## config.mk

```make
export PLATFORM = sky130hd
export DESIGN_NAME = cpu_mem_sequencer
export DESIGN_NICKNAME = d
export VERILOG_FILES = /design/src/rtl/cpu_mem_pkg.sv /design/src/rtl/cpu_fetch_buffer.sv /design/src/rtl/cpu_mem_sequencer.sv
export SDC_FILE = /design/constraint.sdc
export NUM_CORES = 1
export LEC_CHECK = 0
export ABC_AREA = 0
export BUFFER_PORTS_ARGS = -buffer_cell sky130_fd_sc_hd__buf_2
export CORE_MARGIN = 2
export CORE_UTILIZATION = 43
export CTS_CLUSTER_SIZE = 25
export DETAILED_ROUTE_END_ITERATION = 6
export PLACE_DENSITY = 0.68
export SKIP_CTS_REPAIR_TIMING = 1
export SYNTH_ARGS = -nofsm -noshare
export SYNTH_HDL_FRONTEND = slang
export SYNTH_SLANG_ARGS = --single-unit
```

## constraint.sdc

```tcl
create_clock -name clock -period 1.98 [get_ports clock]
set_input_delay 0.198 -clock clock [delete_from_list [all_inputs] [get_ports clock]]
set_output_delay 0.198 -clock clock [all_outputs]
set_load 0.005 [all_outputs]
```

## src/rtl/cpu_mem_pkg.sv

```systemverilog
// Shared types and widths for the CPU/memory sequencer: FSM state encoding,
// bus widths, and the code-address helper used by the fetch path.
package cpu_mem_pkg;

    localparam int INSTR_W = 26;
    localparam int ADDR_W  = 16;
    localparam int DATA_W  = 8;

    typedef enum logic [2:0] {
        IDLE,
        FETCH,
        FWAIT,
        STEP,
        EXEC,
        DRD,
        DCAP,
        DWR
    } seqState_t;

    // Byte address of byte k of instruction ip; wraps modulo 2^ADDR_W.
    function automatic logic [ADDR_W-1:0] codeAddr(
        input logic [ADDR_W-1:0] base,
        input logic [ADDR_W-1:0] ip,
        input logic [1:0]        k
    );
        return base + {ip[ADDR_W-3:0], 2'b00} + {{(ADDR_W-2){1'b0}}, k};
    endfunction

endpackage

```

## src/rtl/cpu_fetch_buffer.sv

```systemverilog
// Instruction byte assembly register and, when SEQ_IBUF_EN is defined,
// a one-entry instruction buffer (valid bit + IP tag) with write snooping.
module cpu_fetch_buffer
    import cpu_mem_pkg::*;
#(
    parameter logic [ADDR_W-1:0] CODE_BASE = 16'h8000
) (
    input  logic               clock,
    input  logic               resetN,
    input  logic               shiftEn,
    input  logic               loadEn,
    input  logic [DATA_W-1:0]  rdData,
    input  logic [ADDR_W-1:0]  fetchIp,
    input  logic               wrEn,
    input  logic [ADDR_W-1:0]  wrAddr,
    output logic [INSTR_W-1:0] instruction,
    output logic               hit
);

    localparam int HOLD_W = INSTR_W - DATA_W;

    // Holds byte0[1:0], byte1, byte2; byte0[7:2] falls off the top while shifting.
    logic [HOLD_W-1:0] holdReg;

    // NOTE: sequential state always uses non-blocking assignments so every
    // register samples pre-edge values regardless of statement order.
    always_ff @(posedge clock or negedge resetN) begin
        if (!resetN) begin
            holdReg     <= '0;
            instruction <= '0;
        end else begin
            if (shiftEn) holdReg <= {holdReg[HOLD_W-DATA_W-1:0], rdData};
            if (loadEn)  instruction <= {holdReg, rdData};
        end
    end

`ifdef SEQ_IBUF_EN
    logic              tagValid;
    logic [ADDR_W-1:0] tagIp;
    logic [ADDR_W-1:0] wrOffset;

    assign wrOffset = wrAddr - codeAddr(CODE_BASE, tagIp, 2'd0);

    always_ff @(posedge clock or negedge resetN) begin
        if (!resetN) begin
            tagValid <= 1'b0;
            tagIp    <= '0;
        end else if (loadEn) begin
            tagValid <= 1'b1;
            tagIp    <= fetchIp;
        end else if (wrEn && (wrOffset[ADDR_W-1:2] == '0)) begin
            tagValid <= 1'b0;
        end
    end

    assign hit = tagValid && (tagIp == fetchIp);
`else
    logic unusedIbufInputs;
    assign unusedIbufInputs = ^{fetchIp, wrEn, wrAddr};
    assign hit = 1'b0;
`endif

endmodule

```

## src/rtl/cpu_mem_sequencer.sv

```systemverilog
// Sequences instruction fetch, CPU step and data read/write over one shared
// byte memory. Optional instruction buffer enabled by macro SEQ_IBUF_EN.
module cpu_mem_sequencer
    import cpu_mem_pkg::*;
#(
    parameter logic [ADDR_W-1:0] CODE_BASE = 16'h8000
) (
    input  logic               clock,
    input  logic               resetN,
    input  logic [ADDR_W-1:0]  instructionPointer,
    output logic [INSTR_W-1:0] instruction,
    output logic               cpuStep,
    input  logic               readValueIn,
    input  logic [ADDR_W-1:0]  addressIn,
    output logic [DATA_W-1:0]  valueIn,
    input  logic               writeValueOut,
    input  logic [ADDR_W-1:0]  addressOut,
    input  logic [DATA_W-1:0]  valueOut,
    output logic [ADDR_W-1:0]  memAddr,
    output logic [DATA_W-1:0]  memWrData,
    output logic               memRe,
    output logic               memWe,
    input  logic [DATA_W-1:0]  memRdData,
    output logic               busy
);

    seqState_t         state, nextState;
    logic [1:0]        byteCnt;
    logic [ADDR_W-1:0] fetchIp;
    logic [ADDR_W-1:0] rdAddrLat, wrAddrLat;
    logic [DATA_W-1:0] wrDataLat;
    logic              wrPending;
    logic              hit;
    logic              fetchHit;

    assign fetchHit = hit && (byteCnt == 2'd0);

    always_ff @(posedge clock or negedge resetN) begin
        if (!resetN) state <= IDLE;
        else         state <= nextState;
    end

    // NOTE: every always_comb output gets a default first so no path leaves
    // it unassigned, which would otherwise infer a latch.
    always_comb begin
        nextState = state;
        case (state)
            IDLE:  nextState = FETCH;
            FETCH: begin
                if (fetchHit)               nextState = STEP;
                else if (byteCnt == 2'd3)   nextState = FWAIT;
            end
            FWAIT: nextState = STEP;
            STEP:  nextState = EXEC;
            EXEC: begin
                if (readValueIn)        nextState = DRD;
                else if (writeValueOut) nextState = DWR;
                else                    nextState = FETCH;
            end
            DRD:   nextState = DCAP;
            DCAP:  nextState = wrPending ? DWR : FETCH;
            DWR:   nextState = FETCH;
            default: nextState = IDLE;
        endcase
    end

    // Datapath: IP is captured on the edge entering FETCH, requests in EXEC.
    always_ff @(posedge clock or negedge resetN) begin
        if (!resetN) begin
            byteCnt   <= '0;
            fetchIp   <= '0;
            rdAddrLat <= '0;
            wrAddrLat <= '0;
            wrDataLat <= '0;
            wrPending <= 1'b0;
            valueIn   <= '0;
        end else begin
            byteCnt <= (state == FETCH) ? byteCnt + 2'd1 : 2'd0;
            if (nextState == FETCH && state != FETCH) fetchIp <= instructionPointer;
            if (state == EXEC) begin
                rdAddrLat <= addressIn;
                wrAddrLat <= addressOut;
                wrDataLat <= valueOut;
                wrPending <= writeValueOut;
            end
            if (state == DCAP) valueIn <= memRdData;
        end
    end

    always_comb begin
        memAddr   = '0;
        memWrData = '0;
        memRe     = 1'b0;
        memWe     = 1'b0;
        cpuStep   = 1'b0;
        busy      = (state != IDLE);
        case (state)
            FETCH: begin
                memAddr = codeAddr(CODE_BASE, fetchIp, byteCnt);
                memRe   = !fetchHit;
            end
            STEP:  cpuStep = 1'b1;
            DRD: begin
                memAddr = rdAddrLat;
                memRe   = 1'b1;
            end
            DWR: begin
                memAddr   = wrAddrLat;
                memWrData = wrDataLat;
                memWe     = 1'b1;
            end
            default: ;
        endcase
    end

    cpu_fetch_buffer #(
        .CODE_BASE(CODE_BASE)
    ) fetchBuffer (
        .clock      (clock),
        .resetN     (resetN),
        .shiftEn    ((state == FETCH) && (byteCnt != 2'd0)),
        .loadEn     (state == FWAIT),
        .rdData     (memRdData),
        .fetchIp    (fetchIp),
        .wrEn       (state == DWR),
        .wrAddr     (wrAddrLat),
        .instruction(instruction),
        .hit        (hit)
    );

endmodule

```

==> run metrics, run 1 <==
CP Data Required Time 1.78 ns; global-route wire length before repair 17.2 mm; Root Driver clkbuf_16; via count 3163; Worst Tran Pin Value 0.639 ns; via/cell ratio 5.05; Mapped Area 4880 um^2; Data arrival, critical path 1.69 ns; Worst setup EP type output port; Peak Freq 0.530 GHz; fin. max-slew vios 0; drt drc 0; worst hold start addressIn[1]; GRT overflow 0; Leak 0.00282 uW; routed wire length 10.2 mm; Worst Skew 0.00848 ns; CTS tree yes; H-tree depth 3; core area 10900 um^2; clock buffer depth 2; period utilization 95.3%; status completed; Avg WL per Cell 16.3 um; ys flop type dfrtp_1; share of cells above drive strength 1 56.0%; antenna cell count 0; number of global-route vias before repair 3393; Synth Net Count 418; final setup margin 0.0935 ns; Synth top area share 57.5%; worst r2r src byteCnt[0]; DP HPWL 6.92 mm; fin area 6060 um^2; register area share after synthesis 57.5%; worst-skew pair later-pin latency 0.34 ns; fin cells 626; EDFF count, synth 0; Die Y 110 um; GPL Wtd Cong 0.779; worst reg2reg path depth 6; PortBufs 127; Die ar. 12200 um^2; count of warnings emitted by yosys 0; CP cell instances buf_4 > mux2i_1 > o21ai_0 > and2_1 > buf_2; worst hold stages 2; Hold Path Class in2reg; number of CTS-inserted buffers 9; Slowest-stage cell, CP dfrtp_2; Reg area 2800 um^2; synth top area cells dfrtp_1 (57%), mux2_2 (22%), mux2_4 (3.1%), mux2i_1 (3.1%), and2_1 (2.1%); pre-CTS setup slack 0.211 ns; DIE WIDTH 110 um; cell with the most instances after synthesis dfrtp_1; FP Rows 38; ys async rst share 100%; crit-path max cell delay 0.46 ns; pin count of the biggest net entering global routing 113; Placed Area 5740 um^2; RSZ-0062 raised after global routing true; Syn-to-layout area delta 24.2%; crit path max fanout 11; Initial DRC Count 88; Placed Instances 609; Seq cells post-synth 112; count of final setup violators 0; Slew headroom 57.4%; Mean Syn Cell Area 14.0 um^2; IO Pins 130; ANT nets after route 0; Post-layout nets 551; layout filler cell count 947; Peak VDD IR 659 uV; Max Cap Viol 0; reg2reg end fetchIp[1]; Period minus WS final 1.89 ns; Fin Setup TNS 0 ns; synth unique cells 33; Sink Count 112; initial antenna violation count 0; final-report hold violation count 0; Clk pin slew, worst setup/hold paths 0.08 ns; top post-synthesis cells by count dfrtp_1 (112), mux2_2 (94), o21ai_0 (19); Starting Density 44.6%; area of the multi-input gates 1940 um^2; Gate Count Post-Synth 348; reg-to-reg slack, setup 0.20 ns; critical path class reg2out; leading area contributor after synthesis dfrtp_1; crit start category flip-flop; TritonRoute pass-1 iters 4; gr usage total 17.4%; Power Dens Cells 1670 nW/um^2; Min-Delay Endpoint rdAddrLat[1]
[per-stage QoR]
step                      util (%)  hold WS, ns  total power, uW
after detailed placement      52.5        0.332             8350
after global routing          55.4       0.0687            10800
after floorplan                  -      -0.0976             6830
after CTS                     55.3      -0.0408            10200
final                         55.4       0.0848            10100
after global placement        52.5        0.321             8170
[worst max-delay path, delay by kind of cell (launching register included)]
family                 cells  cell delay [ns]
AOI/OAI and AO/OA          1             0.10
muxes                      1             0.25
and+or+nand+nor            1             0.16
buffers and inverters      2             0.39
DFF                        1             0.46
[worst max path at each step]
stage	startpoint	to	slack [ns]	cells after the start
floorplan	state[1]	fetchIp[10]	0.28	7
global placement	byteCnt[0]	fetchIp[3]	0.25	6
detailed placement	byteCnt[0]	fetchIp[3]	0.21	6
CTS	state[2]	memAddr[8]	-0.009	5
global route	state[2]	memAddr[8]	-0.02	5
finish	state[2]	memAddr[2]	0.09	5
[layer usage]
metal	track usage [%]	vias up	routed length, um
li1	-	1483	-
met1	23.5	1615	4550
met2	28.5	63	5160
met3	3.95	2	408
met4	4.75	0	61
met5	0	-	0
[layout by cell type, fill, tap and decap left out, drive strengths merged, types with 2 or more instances in the layout]
cell and n:
nand3b 2, and2 17, clkinv 3, mux2 106
buf 141, nor3 7, nand2b 3, ha 2
nor2 5, inv 7, clkbuf 9, dfrtp 112
and3 9, mux2i 15, o21ai 19, nand2 18
[report_power, final]
group / internal, uW / total (uW) / switching [uW]
registers: 3480 / 4110 / 625
clock network: 998 / 1840 / 841
logic: 2430 / 4150 / 1710
[state kept, by name (all words and copies together) (netlist names), 2 cells and up]
register,flops
fetchBuffer.instruction,26
fetchBuffer.holdReg,18
rdAddrLat,16
wrAddrLat,16
fetchIp,14
valueIn,8
wrDataLat,8
state,3
byteCnt,2
[layout make-up]
type                       count  share of cell area [%]
timing repair buffer         142                    13.5
clock buffer                   9                    3.72
sequential                   112                    46.3
inverter                       5                   0.310
tap                          140                    2.89
multi-input combinational    211                    31.9
clock inverter                 7                    1.32
[logic make-up (layout without fill, tap and decap cells)]
kind of cell / count (synthesis) / count (layout) / share of synthesized area (%)
AOI/OAI and AO/OA: 23 / 23 / 2.67
buffers and inverters: 25 / 163 / 2.95
adders and majority gates: 2 / 2 / 0.513
and+or+nand+nor: 65 / 65 / 8.06
DFF: 112 / 112 / 57.5
muxes: 121 / 121 / 28.3
Power figures use the tool's default switching activity.
==> run 2: changes to the inputs <==
--- a/config.mk
+++ b/config.mk
@@ -6,12 +6,13 @@
 export NUM_CORES = 1
 export LEC_CHECK = 0
 export ABC_AREA = 0
-export BUFFER_PORTS_ARGS = -buffer_cell sky130_fd_sc_hd__buf_2
 export CORE_MARGIN = 2
 export CORE_UTILIZATION = 43
+export CTS_BUF_LIST = sky130_fd_sc_hd__clkbuf_8
 export CTS_CLUSTER_SIZE = 25
 export DETAILED_ROUTE_END_ITERATION = 6
-export PLACE_DENSITY = 0.68
+export DONT_BUFFER_PORTS = 1
+export PLACE_DENSITY = 0.59
 export SKIP_CTS_REPAIR_TIMING = 1
 export SYNTH_ARGS = -nofsm -noshare
 export SYNTH_HDL_FRONTEND = slang
==> run 2 against run 1 <==
  * The run now ends with negative hold slack left
  * Sequential cell count did not move
  * Non-clock buffer count fell by 66
  * Design area fell by 1.2%
  * Clock power fell by 3%
  * Sequential share of layout area rose by 0.55 points
  * Critical endpoint is now memAddr[15]
  * Highest routed layer unchanged
==> run metrics, run 2 (synthesized netlist as in run 1, its figures left out) <==
period utilization 93.0%; Largest regs fetchBuffer.instruction: 26 flops, fetchBuffer.holdReg: 18 flops; Data arrival, critical path 1.64 ns; via count 2869; number of CTS-inserted buffers 9; most frequent cells in the layout dfrtp_1 (111), mux2_2 (94), dlygate4sd3_1 (63), o21ai_0 (19), nand2_1 (18); switch share 31.0%; Post-layout nets 485; number of global-route vias before repair 2824; crit start category flip-flop; Worst Tran Pin Value 0.306 ns; Slew headroom 79.6%; Seq pwr share 44.8%; CP dominant cell by count o21ai_0; reg-to-reg slack, setup 0.15 ns; Peak VDD IR 741 uV; Die Y 110 um; GRT busiest layer met2; Power Dens Cells 1580 nW/um^2; share of cells above drive strength 1 34.5%; Placed Instances 480; Initial DRC Count 91; met3 usage 5.43%; grt met2 use 24.1%; CP cell instances buf_6 > nand2b_1 > o21ai_0 > o21ai_0 > and2_1; commonest non-fill, non-tap cell in the layout dfrtp_1; Leak 0.00253 uW; Period minus WS final 1.84 ns; Sink Count 112; count of final setup violators 0; WHS -0.500 ns; Worst setup EP type output port; core area 10900 um^2; H-tree depth 3; TritonRoute pass-1 iters 4; Hold Path Class in2async; routed wire length 10.0 mm; gr usage total 16.3%; worst reg2reg path depth 6; drt drc 0; P_sw 2920 uW; Slowest-stage cell, CP dfrtp_2; Max Cap Viol 0; crit-path max cell delay 0.49 ns; FP Rows 38; Clk pin slew, worst setup/hold paths 0.10 ns; Starting Density 44.6%; initial antenna violation count 0; Peak Freq 0.543 GHz; critical path class reg2out; Int Power 6520 uW; fin cells 560; IO Pins 130; DP HPWL 6.09 mm; pre-CTS setup slack 0.114 ns; Syn-to-layout area delta 22.8%; final-report hold violation count 112; max reg flops 26; final setup margin 0.139 ns; Avg WL per Cell 17.9 um; Worst Skew 0.00867 ns; clock buffer depth 2; worst-skew pair later-pin latency 0.38 ns; failing checks negative hold slack; status finished, violations left; pin count of the biggest net entering global routing 113; Logic pwr share 36.4%; fin. max-slew vios 0; crit path max fanout 13; PortBufs 0; GPL Wtd Cong 0.704; Root Driver clkbuf_8; antenna cell count 0; RSZ-0062 raised after global routing false; ANT nets after route 0; GRT overflow 0; via/cell ratio 5.12; global-route wire length before repair 15.5 mm; met1 Usage GRT 21.9%; layout filler cell count 948; DIE WIDTH 110 um; CTS tree yes; CP Data Required Time 1.78 ns; Die ar. 12200 um^2; Clk network pwr share 18.8%; Largest Register fetchBuffer.instruction
==> run 2: layout make-up <==
cell class              count  area (um^2)  area share, %
inverters                   5         18.8          0.313
flip-flops and latches    112         2800           46.8
multi-input cells         211         1940           32.4
clock buffers              10          138           2.30
repair buffers             76          773           12.9
clock inverters             6          138           2.30
well taps                 140          175           2.93
==> run 2: power groups by stage <==
stage	Clock, uW	Sequential [uW]	Combinational, uW
CTS	1860	4240	3350
detailed placement	0	4290	3350
finish	1780	4230	3440
global route	1930	4400	3780
global placement	0	4250	3260
floorplan	0	4020	2810
==> run 2: worst paths after layout <==
| check | from | endpoint |
|---|---|---|
| worst max register to register | byteCnt[0] | fetchIp[4] |
| worst min register to register | fetchBuffer.holdReg[11] | fetchBuffer.holdReg[11] |
| max in group asynchronous | resetN | state[2] |
| min in group clock | writeValueOut | state[2] |
| worst max-delay path | state[2] | memAddr[15] |
| worst min-delay path | resetN | rdAddrLat[11] |
==> run 2: stage by stage <==
step	instance area [um^2]	util [%]	power, uW	TNS, ns	hold slack, ns
final	5990	54.7	9450	0	-0.500
after global routing	5990	54.7	10100	0	-0.539
after CTS	5340	48.8	9450	-1.06	-0.536
after detailed placement	5060	46.3	7640	0	-0.0960
after global placement	5060	46.3	7510	0	-0.0956
after floorplan	4880	-	6830	0	-0.0976
==> run 2: routing by layer <==
| layer | vias to the layer above | routed length, um |
|---|---|---|
| li1 | 1345 | - |
| met1 | 1443 | 4630 |
| met2 | 69 | 4720 |
| met3 | 12 | 504 |
| met4 | 0 | 187 |
| met5 | - | 0 |
==> run 2: worst max-delay path, delay by kind of cell, from the launching register on <==
kind	cells	cell delay (ns)
AOI/OAI and AO/OA	2	0.21
buffers and inverters	1	0.24
DFF	1	0.49
and+or+nand+nor	2	0.33
==> run 3: changes to the inputs <==
==> constraint.sdc (replaced) <==
create_clock -name clock -period 1.98 [get_ports clock]
set_input_delay 0.297 -clock clock [delete_from_list [all_inputs] [get_ports clock]]
set_output_delay 0.297 -clock clock [all_outputs]
set_load 0.005 [all_outputs]
==> run 3 against run 2 <==
  * The run still ends with negative hold slack left
  * Final cell count down 11%
  * Clock-buffer cell count down 1
  * Non-clock buffer count down 59
  * Critical path depth unchanged
  * Wire length down 5.1%
  * Design area down 11%
  * Worst hold slack better by 0.10 ns
  * Sequential share of layout area up 5.7 points
  * Fmax down 2.2%
  * Via count down 6.6%
  * Register-to-register slack worse by 0.03 ns
  * Critical path type unchanged
  * Largest cell class unchanged
==> run metrics, run 3 (synthesized netlist as in run 1, its figures left out) <==
RSZ-0062 raised after global routing true; Initial DRC Count 145; Die ar. 12200 um^2; post-layout util 48.8%; Worst setup EP type output port; fin. max-slew vios 0; Data arrival, critical path 1.58 ns; via count 2679; CTS tree yes; met1 Usage GRT 21.3%; Max Cap Viol 0; status finished, violations left; GRT busiest layer met2; number of global-route vias before repair 2961; number of CTS-inserted buffers 9; initial antenna violation count 0; most frequent cells in the layout dfrtp_1 (111), mux2_2 (94), o21ai_0 (19), nand2_1 (18), and2_1 (16); worst-skew pair later-pin latency 0.37 ns; antenna cell count 0; Avg WL per Cell 19.0 um; Syn-to-layout area delta 9.39%; commonest non-fill, non-tap cell in the layout dfrtp_1; drt drc 0; global-route wire length before repair 16.0 mm; Hold Path Class in2async; DIE WIDTH 110 um; layout filler cell count 996; failing checks negative hold slack; count of final setup violators 0; Root Driver clkbuf_8; Worst Tran Pin Value 0.329 ns; ANT nets after route 0; pin count of the biggest net entering global routing 113; CP Data Required Time 1.68 ns; critical path class reg2out; routed wire length 9.53 mm; Die Y 110 um; clock buffer depth 2; via/cell ratio 5.35; Slew headroom 77.9%; WHS -0.396 ns; core area 10900 um^2; Worst Skew 0.0106 ns; Starting Density 44.6%; Peak Freq 0.531 GHz; met3 usage 5.27%; period utilization 95.0%; Power, Total 9100 uW; Clk pin slew, worst setup/hold paths 0.10 ns; DP HPWL 6.22 mm; crit start category flip-flop; PortBufs 0; Sink Count 112; Leak 0.00225 uW; grt met2 use 26.1%; gr usage total 16.5%; H-tree depth 3; Largest regs fetchBuffer.instruction: 26 flops, fetchBuffer.holdReg: 18 flops; Power Dens Cells 1710 nW/um^2; Post-layout nets 426; Critical Path Source state[2]; crit path max fanout 13; Largest Register fetchBuffer.instruction; max reg flops 26; GRT overflow 0; GPL Wtd Cong 0.701; FP Rows 38; TritonRoute pass-1 iters 4; share of cells above drive strength 1 41.0%; IO Pins 130; final-report hold violation count 112; Period minus WS final 1.88 ns; worst r2r src state[0]; Peak VDD IR 729 uV
[run 3: cell types whose count changed in the layout (fill, tap and decap cells not counted), sizes merged]
cell | previous run | this run
clkinv | 1 | 2
bufinv | 4 | 2
inv | 6 | 5
clkbuf | 10 | 9
clkinvlp | 0 | 3
buf | 13 | 17
dlygate4sd3 | 63 | 0
[run 3: worst max-delay path, cell delays in order, from the launching register on]
cell and delay, ns:
dfrtp_2 0.45, buf_8 0.20, nand2b_1 0.12, o21ai_0 0.06, o21ai_0 0.18, and2_1 0.20
[run 3: through the flow]
step	cell area (um^2)	instances	setup WS, ns	hold WS, ns	TNS, ns
floorplan	4880	348	0.279	0.00141	0
global placement	5080	483	0.170	0.00358	0
detailed placement	5080	483	0.157	0.00333	0
CTS	5300	499	-0.228	-0.428	-3.21
global route	5330	501	-0.00296	-0.430	-0.00296
finish	5330	501	0.0982	-0.396	0
[run 3: routing by layer]
| layer | vias to the layer above | share of wire, % |
|---|---|---|
| met3 | 12 | 6.2 |
| met4 | 0 | 1.7 |
| li1 | 1224 | - |
| met1 | 1377 | 46 |
| met2 | 66 | 47 |
| met5 | - | 0 |
[run 3: power breakdown]
group          switching (uW)  internal (uW)
registers                 735           3480
logic                    1390           2000
clock network             783            712
total                    2910           6190
[run 3: final timing paths]
check	to	slack (ns)	depth (start not counted)
setup / recovery	memAddr[15]	0.1	5
hold / removal	rdAddrLat[11]	-0.40	0
setup reg to reg	fetchIp[6]	0.12	5
hold reg to reg	fetchBuffer.holdReg[11]	0.49	1
max in group asynchronous	state[2]	2.14	0
min in group clock	wrPending	0.05	2
[run 3: area by class of cell]
cell class | count | area [um^2] | share of cell area, %
sequential | 112 | 2800 | 52.6
inverter | 5 | 18.8 | 0.352
tap | 140 | 175 | 3.28
multi-input combinational | 211 | 1940 | 36.3
clock inverter | 7 | 96.3 | 1.81
timing repair buffer | 17 | 180 | 3.38
clock buffer | 9 | 124 | 2.32
